**src/rtl/debug_dumper.sv**
```systemverilog
// Debug command sequencer: run/halt/step control of a CPU plus a ranged dump
// of probe registers, streamed out one word at a time with valid/ready.
module debug_dumper #(
   parameter int unsigned READ_LAT = 1
) (
   input  logic        clk,
   input  logic        rst,
   input  logic        cmd_valid,
   output logic        cmd_ready,
   input  logic [1:0]  cmd_op,
   input  logic [6:0]  cmd_first,
   input  logic [6:0]  cmd_last,
   output logic        debug_en,
   output logic        debug_step,
   output logic [6:0]  debug_addr,
   input  logic [31:0] debug_data,
   output logic        out_valid,
   input  logic        out_ready,
   output logic [6:0]  out_addr,
   output logic [31:0] out_data,
   output logic        out_last,
   output logic        busy
);

   localparam int unsigned ADDR_W = 7;
   localparam int unsigned DATA_W = 32;
   localparam int unsigned LAT_W  = 3;
   // Settle countdown starts at READ_LAT-1 so SETTLE spans exactly READ_LAT cycles
   localparam logic [LAT_W-1:0] LAT_LOAD = LAT_W'(READ_LAT - 1);

   localparam logic [1:0] OP_RUN  = 2'b00;
   localparam logic [1:0] OP_HALT = 2'b01;
   localparam logic [1:0] OP_STEP = 2'b10;
   localparam logic [1:0] OP_DUMP = 2'b11;

   typedef enum logic [2:0] {
      IDLE   = 3'd0,
      STEP   = 3'd1,
      SETTLE = 3'd2,
      HOLD   = 3'd3,
      DONE   = 3'd4
   } state_t;

   state_t              state, state_nxt;
   logic [ADDR_W-1:0]   last_q, last_nxt;
   logic [LAT_W-1:0]    lat_cnt, lat_nxt;
   logic                en_nxt;
   logic [ADDR_W-1:0]   addr_nxt;
   logic                ov_nxt;
   logic [ADDR_W-1:0]   oa_nxt;
   logic [DATA_W-1:0]   od_nxt;
   logic                ol_nxt;

   // Next-state and next-register values
   always_comb begin
      state_nxt = state;
      en_nxt    = debug_en;
      addr_nxt  = debug_addr;
      last_nxt  = last_q;
      lat_nxt   = lat_cnt;
      ov_nxt    = out_valid;
      oa_nxt    = out_addr;
      od_nxt    = out_data;
      ol_nxt    = out_last;

      case (state)
         IDLE: begin
            if (cmd_valid) begin
               case (cmd_op)
                  OP_RUN:  en_nxt = 1'b0;
                  OP_HALT: en_nxt = 1'b1;
                  OP_STEP: begin
                     en_nxt    = 1'b1;
                     state_nxt = STEP;
                  end
                  OP_DUMP: begin
                     addr_nxt  = cmd_first;
                     last_nxt  = cmd_last;
                     lat_nxt   = LAT_LOAD;
                     state_nxt = SETTLE;
                  end
                  default: state_nxt = IDLE;
               endcase
            end
         end

         STEP: state_nxt = IDLE;

         SETTLE: begin
            if (lat_cnt == '0) begin
               ov_nxt    = 1'b1;
               oa_nxt    = debug_addr;
               od_nxt    = debug_data;
               ol_nxt    = (debug_addr == last_q);
               state_nxt = HOLD;
            end else begin
               lat_nxt = lat_cnt - LAT_W'(1);
            end
         end

         HOLD: begin
            if (out_ready) begin
               ov_nxt = 1'b0;
               if (out_last) begin
                  state_nxt = DONE;
               end else begin
                  // 7-bit add wraps 127 -> 0 for ranges with first > last
                  addr_nxt  = debug_addr + ADDR_W'(1);
                  lat_nxt   = LAT_LOAD;
                  state_nxt = SETTLE;
               end
            end
         end

         DONE: state_nxt = IDLE;

         default: state_nxt = IDLE;
      endcase
   end

   // State and output registers; status outputs decode the next state
   always_ff @(posedge clk or negedge rst) begin
      if (!rst) begin
         state      <= IDLE;
         debug_en   <= 1'b0;
         debug_step <= 1'b0;
         debug_addr <= '0;
         last_q     <= '0;
         lat_cnt    <= '0;
         out_valid  <= 1'b0;
         out_addr   <= '0;
         out_data   <= '0;
         out_last   <= 1'b0;
         busy       <= 1'b0;
         cmd_ready  <= 1'b1;
      end else begin
         state      <= state_nxt;
         debug_en   <= en_nxt;
         debug_step <= (state_nxt == STEP);
         debug_addr <= addr_nxt;
         last_q     <= last_nxt;
         lat_cnt    <= lat_nxt;
         out_valid  <= ov_nxt;
         out_addr   <= oa_nxt;
         out_data   <= od_nxt;
         out_last   <= ol_nxt;
         busy       <= (state_nxt != IDLE);
         cmd_ready  <= (state_nxt == IDLE);
      end
   end

endmodule

```
**config.mk**
```make
export PLATFORM = sky130hd
export DESIGN_NAME = debug_dumper
export DESIGN_NICKNAME = d
export VERILOG_FILES = /design/src/rtl/debug_dumper.sv
export SDC_FILE = /design/constraint.sdc
export NUM_CORES = 1
export LEC_CHECK = 0
export BUFFER_PORTS_ARGS = -buffer_cell sky130_fd_sc_hd__buf_2
export CELL_PAD_IN_SITES_DETAIL_PLACEMENT = 1
export CELL_PAD_IN_SITES_GLOBAL_PLACEMENT = 1
export CORE_UTILIZATION = 41
export CTS_BUF_LIST = sky130_fd_sc_hd__clkbuf_4
export DETAILED_ROUTE_END_ITERATION = 8
export PLACE_DENSITY_LB_ADDON = 0.08
export SKIP_CTS_REPAIR_TIMING = 1
export SLEW_MARGIN = 15
export SYNTH_ARGS = -nofsm -noshare
export SYNTH_HDL_FRONTEND = slang
export SYNTH_SLANG_ARGS = --single-unit
```
**constraint.sdc**
```tcl
create_clock -name clk -period 2.2 [get_ports clk]
set_input_delay 0.44 -clock clk [delete_from_list [all_inputs] [get_ports clk]]
set_output_delay 0.44 -clock clk [all_outputs]
set_load 0.01 [all_outputs]
```
==> results by group, run 1 <==
Timing
  • Fin crit share: 93.6%
  • Max_slew headroom: 62.8%
  • Clk_skew: 6.80 ps
  • Final Max Tran Viols: 0
  • Final min period: 2060 ps
  • F_max: 0.486 GHz
  • Final hold vios: 0
  • Fin Setup TNS: 0 ps
  • RSZ-0062 raised after global routing: false
  • Finish-stage setup viols: 0
  • Pin slew with the least headroom to its limit: 558 ps
  • Worst hold margin: 262 ps

Yosys
  • Post-Syn Instances: 213
  • Synth Cell Area: 0.00298 sq mm
  • Ys Warns: 0
  • Synth area leaders: dfrtp_1 (54%), mux2_4 (18%), mux2_2 (4.2%)
  • Register area share after synthesis: 54.6%
  • Commonest cells post-synth: dfrtp_1 (64), mux2_4 (35), nand2_1 (12), mux2_2 (11), o21ai_0 (8)
  • Largest area contributor in the netlist: dfrtp_1
  • Synth unique cells: 44
  • Main synth FF type: dfrtp_1
  • Post-Syn Area per Cell: 14.0 sq um
  • Yosys reg bits: 65
  • Post-synth EDFFs: 0
  • Post-synth ARST share: 100%
  • Most common cell in the netlist: dfrtp_1
  • Syn Nets: 270
  • Post-synth top area share: 53.7%

Routing
  • Met1 WL: 3080 um
  • Routed Antenna Nets: 0
  • Initial detailed-routing violation count: 36
  • Top Metal Used: met4
  • Post-route DRC: 0
  • First drt pass iteration count: 4
  • Met3 Routed Length: 406 um
  • Drt wl/cell: 15.3 um
  • DR WL met2: 2980 um
  • Vias per Instance: 4.90
  • Via count: 2086
  • WL final: 6530 um

Status
  • Status: finished clean

Critical path
  • Crit path kind: reg2reg
  • Critical Path Max Stage Delay: 490 ps
  • Worst Path Required: 2480 ps
  • WP buf/inv: 1
  • CP max FO: 43
  • CP Data Arrival Time: 2340 ps
  • Crit path max-delay family: simple AND/OR/NAND/NOR gates
  • Cell Chain, Critical Path: or3b_4 > or3b_2 > buf_12 > mux2_4
  • Startpoint Class: register
  • CP max stage cell: or3b_2
  • Crit end category: register

Floorplanning
  • # rows: 30
  • Initial Util: 43.2%
  • # IOs: 104
  • Die width: 87.3 um
  • Die area: 0.00762 sq mm
  • Core area: 0.00691 sq mm
  • Chip height: 87.3 um

Power and ir drop
  • Power Total: 5310 uW
  • Worst VDD drop: 611 uV
  • Power per cell area: 1430 mW/mm^2
  • Leakage power: 0.00190 uW

Placement
  • # port buffers: 103
  • Post-Place Cells: 409
  • Routability-driven placement congestion ratio: 0.697
  • Post-DP HPWL: 4720 um

Clock tree
  • CTS Buf Count: 9
  • Clock edge transition at the registers on the reported setup and hold paths: 100 ps
  • CTS sink cnt: 65
  • Root Buffer: clkbuf_4
  • Clk Latency, worst-skew pair: 390 ps
  • Longest Clk Path Bufs: 2
  • CTS tree: done
  • H-tree depth: 3

GRT
  • Gr ovfl total: 0
  • First-pass GRT wire length: 10500 um
  • Gr usage total: 18.3%
  • Vias in the first global route: 2101
  • Initial antenna violation count: 0
  • Pin count of the biggest net entering global routing: 49

Cells and area
  • Final net count: 382
  • Diodes inserted: 0
  • Final Non-Filler Cells: 426
  • Area grow syn2layout: 24.2%
  • Fraction of layout cells with a size suffix above 1: 53.3%

Flow run
  • Max-Cap Viols: 0

Min path
  • Hold Crit Class: in2reg
[where the power goes]
part	switching [uW]	leakage, uW	internal [uW]
registers	370	0.000766	1710
logic	1120	0.00108	1460
clock network	425	0.0000566	218
total	1910	0.00190	3390
[cells in the final DEF, fill, tap and decap left out, types with 2 or more instances in the layout]
cell,count
a21boi_0,3
a31oi_1,2
nand2_1,12
xnor2_1,3
and3_1,2
clkbuf_4,9
nand2b_1,4
dfrtp_1,64
clkinv_1,2
mux2_2,11
inv_1,6
a21oi_1,6
or3b_2,2
nor3b_1,2
clkinvlp_4,2
o21ai_0,8
buf_2,103
buf_4,4
mux2_4,35
xor2_1,4
clkinv_2,3
nor2_1,4
o22ai_1,2
buf_12,2
or3_1,2
or2_2,2
ha_1,5
a2bb2oi_1,3
nand3_1,5
[logic make-up (layout without fill, tap and decap cells)]
kind of cell | Yosys count | count (layout) | synth area share [%]
AOI/OAI and AO/OA | 29 | 29 | 6.21
xor gates and xnor gates | 7 | 7 | 2.06
adders and majority gates | 5 | 5 | 2.10
buffers and inverters | 15 | 132 | 4.07
DFF | 65 | 65 | 54.6
muxes | 47 | 47 | 22.1
and+or+nand+nor | 45 | 45 | 8.85
[state kept, by name, indices dropped and copies added (netlist names), 3 cells and up]
signal	count
state	3
last_q	7
out_addr	7
debug_addr	7
lat_cnt	3
out_data	32
[routing by layer]
metal  vias to the layer above  GRT usage [%]
li1                        982              -
met1                      1026           25.0
met2                        72           27.9
met3                         6           4.45
met4                         0           7.15
met5                         -              0
[cell type report]
cell class | instances | area, sq um
Sequential cell | 65 | 1630
Timing Repair Buffer | 110 | 596
Fill cell | 780 | 3200
Inverter | 6 | 22.5
Clock buffer | 9 | 67.6
Clock inverter | 7 | 37.5
Multi-Input combinational cell | 133 | 1230
Tap cell | 96 | 120
[final timing paths]
check	from	endpoint	slack, ps	cells after the start
setup / recovery	state[2]$_DFF_PN0_	out_data[23]$_DFFE_PN0P_	140	4
hold / removal	cmd_op[0]	debug_step$_DFF_PN0_	260	2
setup reg to reg	state[2]$_DFF_PN0_	out_data[23]$_DFFE_PN0P_	140	4
hold reg to reg	out_valid$_DFFE_PN0P_	out_valid$_DFFE_PN0P_	500	2
max in group asynchronous	rst	cmd_ready$_DFF_PN1_	1010	3
min in group asynchronous	rst	debug_addr[5]$_DFFE_PN0P_	520	2
[through the flow]
step | setup WS [ps] | instance area, sq um | utilization [%]
3_3_place_gp | 189 | 3590 | 52.0
2_1_floorplan | 262 | 2980 | -
3_5_place_dp | 168 | 3590 | 52.0
5_1_grt | 51.8 | 3700 | 53.6
6_report | 142 | 3700 | 53.6
4_1_cts | 146 | 3690 | 53.5
No activity file was read; power rests on OpenSTA's default activity.
==> run 2, diff against run 1 <==
- RECOVER_POWER: unset -> 50
==> run 2 against run 1 <==
Maximum frequency is 0.11% lower. Register-to-register slack about the same. Flip-flop and latch count unchanged. Critical path type unchanged. Largest power group unchanged. Highest routed layer unchanged.
==> results by group, run 2 (same netlist as run 1, synthesis figures left out) <==
Placement
  • Routability-driven placement congestion ratio: 0.697 (unchanged)
  • Post-DP HPWL: 4720 um (unchanged)
  • Post-DP Area: 0.00359 sq mm (unchanged)
  • # port buffers: 103 (unchanged)

Cells and area
  • Diodes inserted: 0 (unchanged)
  • # fillers: 782 (+0.26%)
  • Area grow syn2layout: 23.0%
  • Largest Register: out_data
  • Finished Core Util: 53.1% (-0.53 points)
  • Final net count: 382 (unchanged)
  • Most frequent cells in the layout: buf_2 (77), dfrtp_1 (64), mux2_4 (35)
  • Multi-input gate area: 0.00123 sq mm (unchanged)
  • Fraction of layout cells with a size suffix above 1: 45.2% (-8.2 points)
  • Most common cell after layout, fill and taps aside: buf_2
  • Register area: 0.00163 sq mm (unchanged)
  • Max reg flops: 32 (unchanged)
  • Finished Cell Area: 0.00367 sq mm (-0.98%)

Power and ir drop
  • Switch Pwr: 1920 uW (+0.45%)
  • Leakage power: 0.00183 uW (-3.9%)
  • Seq pwr share: 39.8% (+0.5 points)
  • Power Total: 5260 uW (-0.96%)
  • Switching share of power: 36.6% (+0.51 points)
  • Worst VDD drop: 607 uV (-0.56%)
  • Power per cell area: 1430 mW/mm^2 (about the same)
  • Clock share of power: 12.3% (+0.2 points)
  • Comb pwr share: 47.9% (-0.7 points)
  • Internal power: 3330 uW (-1.8%)

Timing
  • RSZ-0062 raised after global routing: false
  • Final min period: 2060 ps (+2.34 ps)
  • Fin crit share: 93.7% (+0.11 points)
  • Worst hold margin: 262 ps (+0.299 ps)
  • Max_slew headroom: 28.5% (-34 points)
  • Final Max Tran Viols: 0 (unchanged)
  • Fin Setup TNS: 0 ps (unchanged)
  • Final hold vios: 0 (unchanged)
  • Clk_skew: 6.73 ps (-0.0757 ps)
  • F_max: 0.485 GHz (-0.11%)
  • Finish-stage setup viols: 0 (unchanged)
  • Pin slew with the least headroom to its limit: 1070 ps (+514 ps)

Clock tree
  • CTS tree: done
  • Longest Clk Path Bufs: 2 (unchanged)
  • CTS Buf Count: 9 (unchanged)
  • Clock edge transition at the registers on the reported setup and hold paths: 100 ps (about the same)
  • Root Buffer: clkbuf_4
  • Clk Latency, worst-skew pair: 390 ps (about the same)
  • H-tree depth: 3 (unchanged)
  • CTS sink cnt: 65 (unchanged)

Floorplanning
  • # IOs: 104 (unchanged)
  • Die width: 87.3 um (unchanged)
  • Die area: 0.00762 sq mm (unchanged)
  • Core area: 0.00691 sq mm (unchanged)
  • Initial Util: 43.2% (unchanged)
  • # rows: 30 (unchanged)
  • Chip height: 87.3 um (unchanged)

GRT
  • Gr ovfl total: 0 (unchanged)
  • Pin count of the biggest net entering global routing: 49 (unchanged)
  • Gr usage total: 18.3% (unchanged)
  • Vias in the first global route: 2101 (unchanged)
  • Initial antenna violation count: 0 (unchanged)
  • First-pass GRT wire length: 10500 um (unchanged)

Critical path
  • CP Data Arrival Time: 2340 ps (about the same)
  • Worst R2R Path Depth: 4 (unchanged)
  • Startpoint Class: register
  • Worst Path Required: 2480 ps (about the same)
  • CP max FO: 43 (unchanged)
  • Crit path kind: reg2reg
  • Crit end category: register

Routing
  • Vias per Instance: 4.92 (+0.53%)
  • WL final: 6550 um (+0.32%)
  • Initial detailed-routing violation count: 32 (-11%)
  • First drt pass iteration count: 4 (unchanged)
  • Drt wl/cell: 15.4 um (+0.32%)
  • Post-route DRC: 0 (unchanged)
  • Routed Antenna Nets: 0 (unchanged)
  • Via count: 2097 (+0.53%)

Min path
  • Hold Crit Class: in2reg
  • Worst hold stages: 2 (unchanged)

Status
  • Status: finished clean

Flow run
  • Max-Cap Viols: 0 (unchanged)
[run 2: cell count changes in the layout (fill, tap and decap cells not counted)]
cell	change
clkbuf_1	+27
buf_2	-26
buf_4	-1
[run 2: per-stage QoR]
stage | instances | setup WS [ps]
3_5_place_dp | 409 | 168
6_report | 426 | 139
3_3_place_gp | 409 | 189
4_1_cts | 425 | 146
5_1_grt | 426 | 51.8
2_1_floorplan | 213 | 262
[run 2: area by class of cell]
class | instances | share of cell area [%]
repair buffers | 110 | 15.3
well taps | 96 | 3.28
flip-flops and latches | 65 | 44.4
multi-input cells | 133 | 33.6
inverters | 6 | 0.614
clock buffers | 9 | 1.84
clock inverters | 7 | 1.02
[run 2: power groups by stage]
stage / logic (uW) / registers (uW) / clock network (uW)
3_3_place_gp: 2540 / 2090 / 0
2_1_floorplan: 1710 / 2260 / 0
6_report: 2520 / 2090 / 645
3_5_place_dp: 2600 / 2110 / 0
4_1_cts: 2610 / 2090 / 678
5_1_grt: 2750 / 2170 / 746
[run 2: routing by layer]
metal | global-route usage, % | vias to the layer above | wire length [um]
met1 | 25.0 | 1037 | 3070
met4 | 7.15 | 0 | 68
met5 | 0 | - | 0
li1 | - | 980 | -
met2 | 27.9 | 74 | 2980
met3 | 4.45 | 6 | 438
[run 2: path summary, 6_finish.rpt]
kind | endpoint | startpoint | slack, ps
min in group asynchronous | debug_addr[5]$_DFFE_PN0P_ | rst | 760
max in group asynchronous | cmd_ready$_DFF_PN1_ | rst | 580
worst max register to register | out_data[23]$_DFFE_PN0P_ | state[2]$_DFF_PN0_ | 140
worst min register to register | out_addr[2]$_DFFE_PN0P_ | out_addr[2]$_DFFE_PN0P_ | 500
worst min-delay path | debug_step$_DFF_PN0_ | cmd_op[0] | 260
worst max-delay path | out_data[23]$_DFFE_PN0P_ | state[2]$_DFF_PN0_ | 140
[run 2: critical path, stage by stage, from the launching register on]
cell and delay (ps):
dfrtp_1 440, or3b_4 440, or3b_2 490, buf_12 220, mux2_4 330
